<file path="src/rtl/xip_line_buffer_if.sv">
// Bundles the CPU-side AHB slave port and the flash-side AHB master port of the XIP line buffer.
// The slave modport is the buffer's view; the master modport is the view of whatever drives it.
interface xip_line_buffer_if;
  logic        HSEL;
  logic [35:0] HADDR;
  logic        HWRITE;
  logic [1:0]  HTRANS;
  logic [2:0]  HSIZE;
  logic [63:0] HWDATA;
  logic        INV;
  logic        HREADY;
  logic        HRESP;
  logic [63:0] HRDATA;
  logic        M_HSEL;
  logic [35:0] M_HADDR;
  logic [1:0]  M_HTRANS;
  logic [2:0]  M_HSIZE;
  logic [2:0]  M_HBURST;
  logic        M_HWRITE;
  logic        M_HREADY;
  logic [63:0] M_HRDATA;

  modport slave (
    input  HSEL, HADDR, HWRITE, HTRANS, HSIZE, HWDATA, INV, M_HREADY, M_HRDATA,
    output HREADY, HRESP, HRDATA, M_HSEL, M_HADDR, M_HTRANS, M_HSIZE, M_HBURST, M_HWRITE
  );

  modport master (
    output HSEL, HADDR, HWRITE, HTRANS, HSIZE, HWDATA, INV, M_HREADY, M_HRDATA,
    input  HREADY, HRESP, HRDATA, M_HSEL, M_HADDR, M_HTRANS, M_HSIZE, M_HBURST, M_HWRITE
  );
endinterface

</file>
<file path="src/rtl/xip_line_buffer.sv">
// Single-line read buffer for execute-in-place flash: zero-wait hits, INCR4 line fill on a miss.
// state  | meaning
// IDLE   | no transfer in data phase, ready for a new address phase
// DPHASE | data phase of an accepted transfer: write ignored, hit served, miss starts fill
// FILL   | INCR4 burst to flash; addresses and data phases overlap
// RESP   | line just filled, serve the waiting read
module xip_line_buffer #(
  parameter int LINE_BEATS = 4
) (
  input  logic HCLK,
  input  logic HRESET,
  xip_line_buffer_if.slave bus
);
  localparam int CNT_W = $clog2(LINE_BEATS);
  localparam logic [CNT_W-1:0] LAST = CNT_W'(LINE_BEATS - 1);

  typedef enum logic [1:0] {IDLE, DPHASE, FILL, RESP} state_t;

  state_t           state;
  logic [35:3]      addr_q;
  logic             write_q;
  logic             valid;
  logic             pending;
  logic [30:0]      tag;
  logic [CNT_W-1:0] addr_cnt;
  logic [CNT_W-1:0] data_cnt;
  logic             addr_done;
  logic             data_act;
  logic [63:0]      line_data [LINE_BEATS];
  logic             hit;
  logic             ready;
  logic             accept;
  logic             capture;

  wire logic unused_bits = ^{bus.HWDATA, bus.HSIZE, bus.HTRANS[0], bus.HADDR[2:0]};

  assign hit     = valid && (tag == addr_q[35:5]);
  assign accept  = bus.HSEL && bus.HTRANS[1] && ready;
  assign capture = (state == FILL) && bus.M_HREADY && data_act;

  always_comb begin
    ready = 1'b1;
    case (state)
      DPHASE:  ready = write_q || hit;
      FILL:    ready = 1'b0;
      default: ready = 1'b1;
    endcase
  end

  always_ff @(posedge HCLK) begin
    if (HRESET) begin
      state     <= IDLE;
      addr_q    <= '0;
      write_q   <= 1'b0;
      valid     <= 1'b0;
      pending   <= 1'b0;
      tag       <= '0;
      addr_cnt  <= '0;
      data_cnt  <= '0;
      addr_done <= 1'b0;
      data_act  <= 1'b0;
    end else begin
      if (bus.INV && state != FILL) valid <= 1'b0;
      case (state)
        IDLE: begin
          if (accept) begin
            addr_q  <= bus.HADDR[35:3];
            write_q <= bus.HWRITE;
            state   <= DPHASE;
          end
        end
        DPHASE: begin
          if (!write_q && !hit) begin
            valid     <= 1'b0;
            pending   <= 1'b0;
            addr_cnt  <= '0;
            data_cnt  <= '0;
            addr_done <= 1'b0;
            data_act  <= 1'b0;
            state     <= FILL;
          end else if (accept) begin
            addr_q  <= bus.HADDR[35:3];
            write_q <= bus.HWRITE;
          end else begin
            state <= IDLE;
          end
        end
        FILL: begin
          if (bus.INV) pending <= 1'b1;
          if (bus.M_HREADY) begin
            // an address accepted now has its data phase in the next cycle
            data_act <= !addr_done;
            if (!addr_done) begin
              addr_cnt <= addr_cnt + 1'b1;
              if (addr_cnt == LAST) addr_done <= 1'b1;
            end
            if (data_act) begin
              data_cnt <= data_cnt + 1'b1;
              if (data_cnt == LAST) begin
                tag     <= addr_q[35:5];
                valid   <= !(pending || bus.INV);
                pending <= 1'b0;
                state   <= RESP;
              end
            end
          end
        end
        RESP:    state <= IDLE;
        default: state <= IDLE;
      endcase
    end
  end

  always_ff @(posedge HCLK) begin
    if (capture) line_data[data_cnt] <= bus.M_HRDATA;
  end

  assign bus.HREADY   = ready;
  assign bus.HRESP    = 1'b0;
  assign bus.HRDATA   = ((state == DPHASE && !write_q && hit) || state == RESP)
                        ? line_data[addr_q[4:3]] : '0;
  assign bus.M_HSEL   = (state == FILL);
  assign bus.M_HTRANS = (state == FILL && !addr_done)
                        ? ((addr_cnt == '0) ? 2'b10 : 2'b11) : 2'b00;
  assign bus.M_HADDR  = (state == FILL) ? {addr_q[35:5], addr_cnt, 3'b000} : '0;
  assign bus.M_HSIZE  = 3'b011;
  assign bus.M_HBURST = 3'b011;
  assign bus.M_HWRITE = 1'b0;
endmodule
</file>
<file path="src/flat_wrapper.sv">
// flat-port wrapper written by rule: the top's interface ports become plain ports
module xip_line_buffer_flat 
#(
  parameter int LINE_BEATS = 4
)
  (HCLK, HRESET, bus_HSEL, bus_HADDR, bus_HWRITE, bus_HTRANS, bus_HSIZE, bus_HWDATA, bus_INV, bus_M_HREADY, bus_M_HRDATA, bus_HREADY, bus_HRESP, bus_HRDATA, bus_M_HSEL, bus_M_HADDR, bus_M_HTRANS, bus_M_HSIZE, bus_M_HBURST, bus_M_HWRITE);
  xip_line_buffer_if bus_i ();
  input  logic HCLK;
  input  logic HRESET;
  input wire logic [$bits(bus_i.HSEL)-1:0] bus_HSEL;
  input wire logic [$bits(bus_i.HADDR)-1:0] bus_HADDR;
  input wire logic [$bits(bus_i.HWRITE)-1:0] bus_HWRITE;
  input wire logic [$bits(bus_i.HTRANS)-1:0] bus_HTRANS;
  input wire logic [$bits(bus_i.HSIZE)-1:0] bus_HSIZE;
  input wire logic [$bits(bus_i.HWDATA)-1:0] bus_HWDATA;
  input wire logic [$bits(bus_i.INV)-1:0] bus_INV;
  input wire logic [$bits(bus_i.M_HREADY)-1:0] bus_M_HREADY;
  input wire logic [$bits(bus_i.M_HRDATA)-1:0] bus_M_HRDATA;
  output wire logic [$bits(bus_i.HREADY)-1:0] bus_HREADY;
  output wire logic [$bits(bus_i.HRESP)-1:0] bus_HRESP;
  output wire logic [$bits(bus_i.HRDATA)-1:0] bus_HRDATA;
  output wire logic [$bits(bus_i.M_HSEL)-1:0] bus_M_HSEL;
  output wire logic [$bits(bus_i.M_HADDR)-1:0] bus_M_HADDR;
  output wire logic [$bits(bus_i.M_HTRANS)-1:0] bus_M_HTRANS;
  output wire logic [$bits(bus_i.M_HSIZE)-1:0] bus_M_HSIZE;
  output wire logic [$bits(bus_i.M_HBURST)-1:0] bus_M_HBURST;
  output wire logic [$bits(bus_i.M_HWRITE)-1:0] bus_M_HWRITE;
  assign bus_i.HSEL = bus_HSEL;
  assign bus_i.HADDR = bus_HADDR;
  assign bus_i.HWRITE = bus_HWRITE;
  assign bus_i.HTRANS = bus_HTRANS;
  assign bus_i.HSIZE = bus_HSIZE;
  assign bus_i.HWDATA = bus_HWDATA;
  assign bus_i.INV = bus_INV;
  assign bus_i.M_HREADY = bus_M_HREADY;
  assign bus_i.M_HRDATA = bus_M_HRDATA;
  assign bus_HREADY = bus_i.HREADY;
  assign bus_HRESP = bus_i.HRESP;
  assign bus_HRDATA = bus_i.HRDATA;
  assign bus_M_HSEL = bus_i.M_HSEL;
  assign bus_M_HADDR = bus_i.M_HADDR;
  assign bus_M_HTRANS = bus_i.M_HTRANS;
  assign bus_M_HSIZE = bus_i.M_HSIZE;
  assign bus_M_HBURST = bus_i.M_HBURST;
  assign bus_M_HWRITE = bus_i.M_HWRITE;
  xip_line_buffer #(.LINE_BEATS(LINE_BEATS)) u_core (.HCLK(HCLK), .HRESET(HRESET), .bus(bus_i));
endmodule
</file>
<file path="config.mk">
export PLATFORM = sky130hd
export DESIGN_NAME = xip_line_buffer_flat
export DESIGN_NICKNAME = d
export VERILOG_FILES = /design/src/rtl/xip_line_buffer_if.sv /design/src/rtl/xip_line_buffer.sv /design/src/flat_wrapper.sv
export SDC_FILE = /design/constraint.sdc
export NUM_CORES = 1
export LEC_CHECK = 0
export CAP_MARGIN = 20
export CORE_ASPECT_RATIO = 1.5
export CORE_MARGIN = 2
export CORE_UTILIZATION = 55
export DETAILED_ROUTE_END_ITERATION = 12
export GPL_ROUTABILITY_DRIVEN = 1
export PLACE_DENSITY_LB_ADDON = 0.2
export SLEW_MARGIN = 40
export SYNTH_ARGS = -nofsm -noshare
export SYNTH_HDL_FRONTEND = slang
export SYNTH_SLANG_ARGS = --single-unit
</file>
<file path="constraint.sdc">
create_clock -name HCLK -period 11.25 [get_ports HCLK]
set_clock_uncertainty 0.2 [all_clocks]
set_input_delay 1.6875 -clock HCLK [delete_from_list [all_inputs] [get_ports HCLK]]
set_output_delay 1.6875 -clock HCLK [all_outputs]
set_load 0.005 [all_outputs]
</file>
Word-level counts from Yosys, hierarchy flattened

Memories as Yosys holds them, arrays and structs flattened. A register that Yosys moved wholly into a read port is not among the register bits.
Index checks and enable logic that the tools add are counted.

Register bits after elaboration: 75
Memory bits (writable): 256
Bits of input ports: 175
Output and inout port bits: 112
Word-level logic and storage cells: 103
Memories kept: 1

Memory list:

| memory           | words | bits a word | rd ports | clocked after Yosys merged registers in | wr ports | RTL line              | RTL |
|---|---|---|---|---|---|---|---|
| u_core.line_data | 4     | 64          | 1        | 1                                       | 1        | xip_line_buffer.sv:29 | `logic [63:0] line_data [LINE_BEATS];` |

Add/sub/neg operators: 2
Equality and inequality tests: 15
Multiplexer cells: 47
Reductions and logical operators: 28

Operators by type and width:

| cell                | number |
|---|---|
| $mux 33             | 2 |
| $pmux 33 s2         | 1 |
| $mux 64             | 1 |
| $mux 36             | 1 |
| $eq 31x31->1        | 1 |
| $mux 2              | 14 |
| $mux 1              | 19 |
| $pmux 1 s2          | 6 |
| $reduce_and 4->1    | 3 |
| $logic_and 1x1->1   | 10 |
| $eq 2x2->1 const B  | 4 |
| $ne 2x1->1 const B  | 4 |
| $ne 2x2->1 const B  | 4 |
| $pmux 2 s2          | 2 |
| $pmux 2 s4          | 1 |
| $reduce_and 5->1    | 1 |
| $add 2x1->2 const B | 2 |
| $logic_not 1->1     | 4 |
| $logic_not 2->1     | 2 |
| $reduce_and 2->1    | 2 |
| $reduce_bool 2->1   | 2 |
| $logic_or 1x1->1    | 3 |
| $ne 3x3->1 const B  | 1 |
| $reduce_and 3->1    | 1 |
| $eq 2x1->1 const B  | 1 |

Longest topological paths before layout

Depth after elaboration: 10
Gate-level depth with buffers: 9

Worst setup path after synthesis

OpenSTA, ideal clock, no wires.

Path type: input to register
Start: input port bus_M_HREADY
End: memory u_core.line_data[3][0], enable pin
Data arrival time: 4.250 ns
Data required time: 10.597 ns
Slack: 6.347 ns
Stages on the path: 5
Path buffers: 2
Path through: and3_1 > clkbuf_1 > nand2_1 > inv_1 > clkbuf_1

Word-level cells in the longest chain between the ends: 4

Ends and longest elaborated chain:

| what                            | RTL line               | RTL |
|---|---|---|
| from (decl)                     | flat_wrapper.sv:17     | `input wire logic [$bits(bus_i.M_HREADY)-1:0] bus_M_HREADY;` |
| $logic_and 1x1->1 (2 in series) | xip_line_buffer.sv:39  | `assign capture = (state == FILL) && bus.M_HREADY && data_act;` |
| $mux 1                          | xip_line_buffer.sv:115 | `if (capture) line_data[data_cnt] <= bus.M_HRDATA;` |
| $mux 1 (implied by the code)    | xip_line_buffer.sv:115 |  |
| to (decl)                       | xip_line_buffer.sv:29  |  |

Every way passes these cells.

Worst setup path in the final report

Start: register u_core.addr_q[24] (netlist name)
End: output port bus_HRDATA[11]

Word-level cells in the longest chain between the ends: 5

Ends and longest elaborated chain:

| what                   | RTL line               | RTL |
|---|---|---|
| from (decl)            | xip_line_buffer.sv:20  | `logic [35:3] addr_q;` |
| from (signal assigned) | xip_line_buffer.sv:67  | `addr_q <= bus.HADDR[35:3];` |
| from (signal assigned) | xip_line_buffer.sv:82  | `addr_q <= bus.HADDR[35:3];` |
| $eq 31x31->1           | xip_line_buffer.sv:37  | `assign hit = valid && (tag == addr_q[35:5]);` |
| $logic_and 1x1->1      | xip_line_buffer.sv:37  |  |
| $logic_and 1x1->1      | xip_line_buffer.sv:120 | `assign bus.HRDATA = ((state == DPHASE && !write_q && hit) \|\| state == RESP)` |
| $logic_or 1x1->1       | xip_line_buffer.sv:120 |  |
| $mux 64                | xip_line_buffer.sv:121 | `? line_data[addr_q[4:3]] : '0;` |
| to (decl)              | flat_wrapper.sv:21     | `output wire logic [$bits(bus_i.HRDATA)-1:0] bus_HRDATA;` |

Every way passes these cells.

==> summary.md <==
| Metric | Value |
|---|---|
| Height of the die | `197 um` |
| PortBufs | `204` |
| CTS tree | `done` |
| Slew Viols, Final | `0` |
| Routed vias/inst | `5.40` |
| Synth top area cells | `edfxtp_1 57%, dfxtp_1 11%, mux4_2 11%, nand2_1 3.8%, nor2b_1 3.0%` |
| Hold Vio Cnt, Final | `0` |
| Via count | `7,747` |
| DRC violations left | `0` |
| WL per Instance | `18.8 um` |
| Initial Util | `55.8%` |
| Largest net degree at the start of global routing | `67` |
| Core Region | `24,300 sq um` |
| Worst IR drop on VDD | `0.106 mV` |
| Predominant post-synthesis flop cell | `edfxtp_1` |
| Adder-cell share of the synthesized area | `0.921%` |
| First-pass GRT wire length | `41,800 um` |
| Compound-cell area share of the yosys netlist | `3.09%` |
| Post-layout min period | `5310 ps` |
| Maximum fanout along the worst path | `64` |
| Clock Root Buffer | `clkbuf_16` |
| GPL Wtd Cong | `0.784` |
| DP HPWL | `17,100 um` |
| Clock Pin Slew Worst Setup and Hold Paths | `70 ps` |
| Area grow syn2layout | `24.4%` |
| Cts bufs inserted | `29` |
| Distinct cells, synth | `46` |
| Die ar. | `26,000 sq um` |
| CP Capture Type | `output port` |
| Most common cell in the netlist | `edfxtp_1` |
| PwrDens | `151 nW/um^2` |
| Rel. slew slack | `44.9%` |
| FF+latch count, synth | `333` |
| Syn Std Cell Area | `13,600 sq um` |
| Startpoint types | `flop` |
| Simple-Gate Fraction of Synth Area | `10.3%` |
| Post-CTS Hold Fix Bufs | `0` |
| Worst skew pair latency | `540 ps` |
| Mux share of post-synthesis cell area | `13.0%` |
| EDFF count, synth | `256` |
| FMAX | `188 MHz` |
| Aggregate global routing overflow | `0` |
| Post-Synthesis Cells | `889` |
| Global Route Usage Sum | `20.7%` |
| Drt initial violations | `497` |
| Row count | `70` |
| Post-cts gate resize count | `0` |
| Yosys top cell area share | `56.6%` |
| Synth area leader | `edfxtp_1` |
| Mapped Avg Cell Area | `15.3 sq um` |
| Crit Path Class | `reg -> out` |
| Share of cells above drive strength 1 | `12.1%` |
| CTS Sinks | `333` |
| Ys Warns | `0` |
| Worst EP arrival | `3430 ps` |
| Tightest Pin Transition | `827 ps` |
| Share of the core filled with cells | `69.4%` |
| Die width | `132 um` |
| DRT antenna net count | `0` |
| Synth Area in XOR/XNOR | `2.06%` |
| Initial antenna violation count | `1` |
| Vias in the first global route | `7,903` |
| Max-Cap Viols | `0` |
| Final WL | `27,000 um` |
| Leak | `5.36 nW` |
| Bufs on Longest Clock Path | `3` |
| Tcrit/Tclk final | `47.2%` |
| Status | `completed` |
| H-tree Lvls | `1` |
| I/O pins | `287` |
| Main combinational cell family by area after synthesis | `multiplexers` |
| Drt first pass iters | `5` |
| Final #Nets | `1,273` |
| Final setup TNS | `0 ps` |
| RSZ-0062 raised after global routing | `false` |
| Setup violators final | `0` |
| Min-delay worst type | `reg -> reg` |
| CP Data Required Time | `9360 ps` |
| Post-CTS setup buffers | `0` |
| Post-synth ARST share | `0%` |
| Sequential area share after synthesis | `67.9%` |
| List of most frequent post-synthesis cells | `256 x edfxtp_1, 136 x nand2_1, 77 x dfxtp_1` |
==> final timing paths <==
path,from,endpoint,slack (ps),depth (start not counted)
hold / removal,u_core.addr_q[4],flop,250,2
hold reg to reg,u_core.addr_q[4],flop,250,2
setup / recovery,u_core.addr_q[24],bus_HRDATA[11],5940,8
setup reg to reg,u_core.state[0],u_core.line_data[3][18],7940,8
==> worst max-delay path, cell delays in order, from the launching register on <==
cell and delay [ps]:
dfxtp_1 340, xnor2_1 360, nand4_1 230, nor4_4 390, and2_1 270, a21oi_4 70
buf_4 350, nor2b_1 230, clkdlybuf4s50_1 590
==> placed cells by master (no fill, tap or decap), drive strengths merged, types with 2 or more instances in the layout <==
master	n
nor4	3
clkdlybuf4s50	204
dfxtp	77
nor2	9
ha	10
bufinv	2
xnor2	32
edfxtp	256
nand2	136
and3	3
o211ai	4
clkbuf	38
nand4	14
mux4	64
a21o	2
mux2i	33
clkinv	9
buf	13
a21oi	41
conb	11
a221oi	3
and2	35
nand3	7
o21ai	9
nor2b	65
inv	15
==> power by group <==
| group | total, mW | internal, mW | switching (mW) |
|---|---|---|---|
| logic | 0.216 | 0.117 | 0.0987 |
| clock network | 0.981 | 0.564 | 0.417 |
| registers | 1.36 | 1.34 | 0.0219 |
| total | 2.55 | 2.02 | 0.537 |
==> per-stage QoR <==
stage / power, mW / hold slack (ps) / setup slack [ps] / cells / cell area [sq um]
after global routing: 2.64 / 276 / 5760 / 1435 / 16900
after floorplan: 1.53 / 236 / 6350 / 898 / 13600
after global placement: 1.60 / 240 / 6440 / 1377 / 15900
after detailed placement: 1.60 / 247 / 6410 / 1381 / 15900
final: 2.55 / 255 / 5940 / 1435 / 16900
after CTS: 2.58 / 260 / 5820 / 1434 / 16900
==> final cells by class <==
class	instances	area, sq um
inverters	12	47.5
flip-flops and latches	333	9230
fillers	1728	7440
diodes	1	2.50
clock buffers	38	832
repair buffers	217	2210
multi-input cells	495	4060
clock inverters	15	119
well taps	324	405
==> routing by layer <==
| metal | vias up | global-route usage [%] | share of wire [%] |
|---|---|---|---|
| li1 | 3653 | - | - |
| met1 | 3828 | 24.3 | 38 |
| met2 | 228 | 38.5 | 54 |
| met3 | 38 | 3.50 | 5.5 |
| met4 | 0 | 6.73 | 2.4 |
| met5 | - | 0 | 0 |
==> state kept, by name (all words and copies together) (netlist names), 2 cells and up, named ones only <==
name and cells:
u_core.line_data 256, u_core.tag 31, u_core.addr_q 33, u_core.addr_cnt 2, u_core.data_cnt 2
==> logic make-up after synthesis <==
logic type | after synthesis
other | 2
adder cells (fa/ha/maj) | 10
buffers and inverters | 70
AO/OA/AOI/OAI | 68
flip-flops | 333
AND/OR/NAND/NOR | 277
multiplexers | 97
XOR/XNOR | 32
No activity file was read; power rests on OpenSTA's default activity.
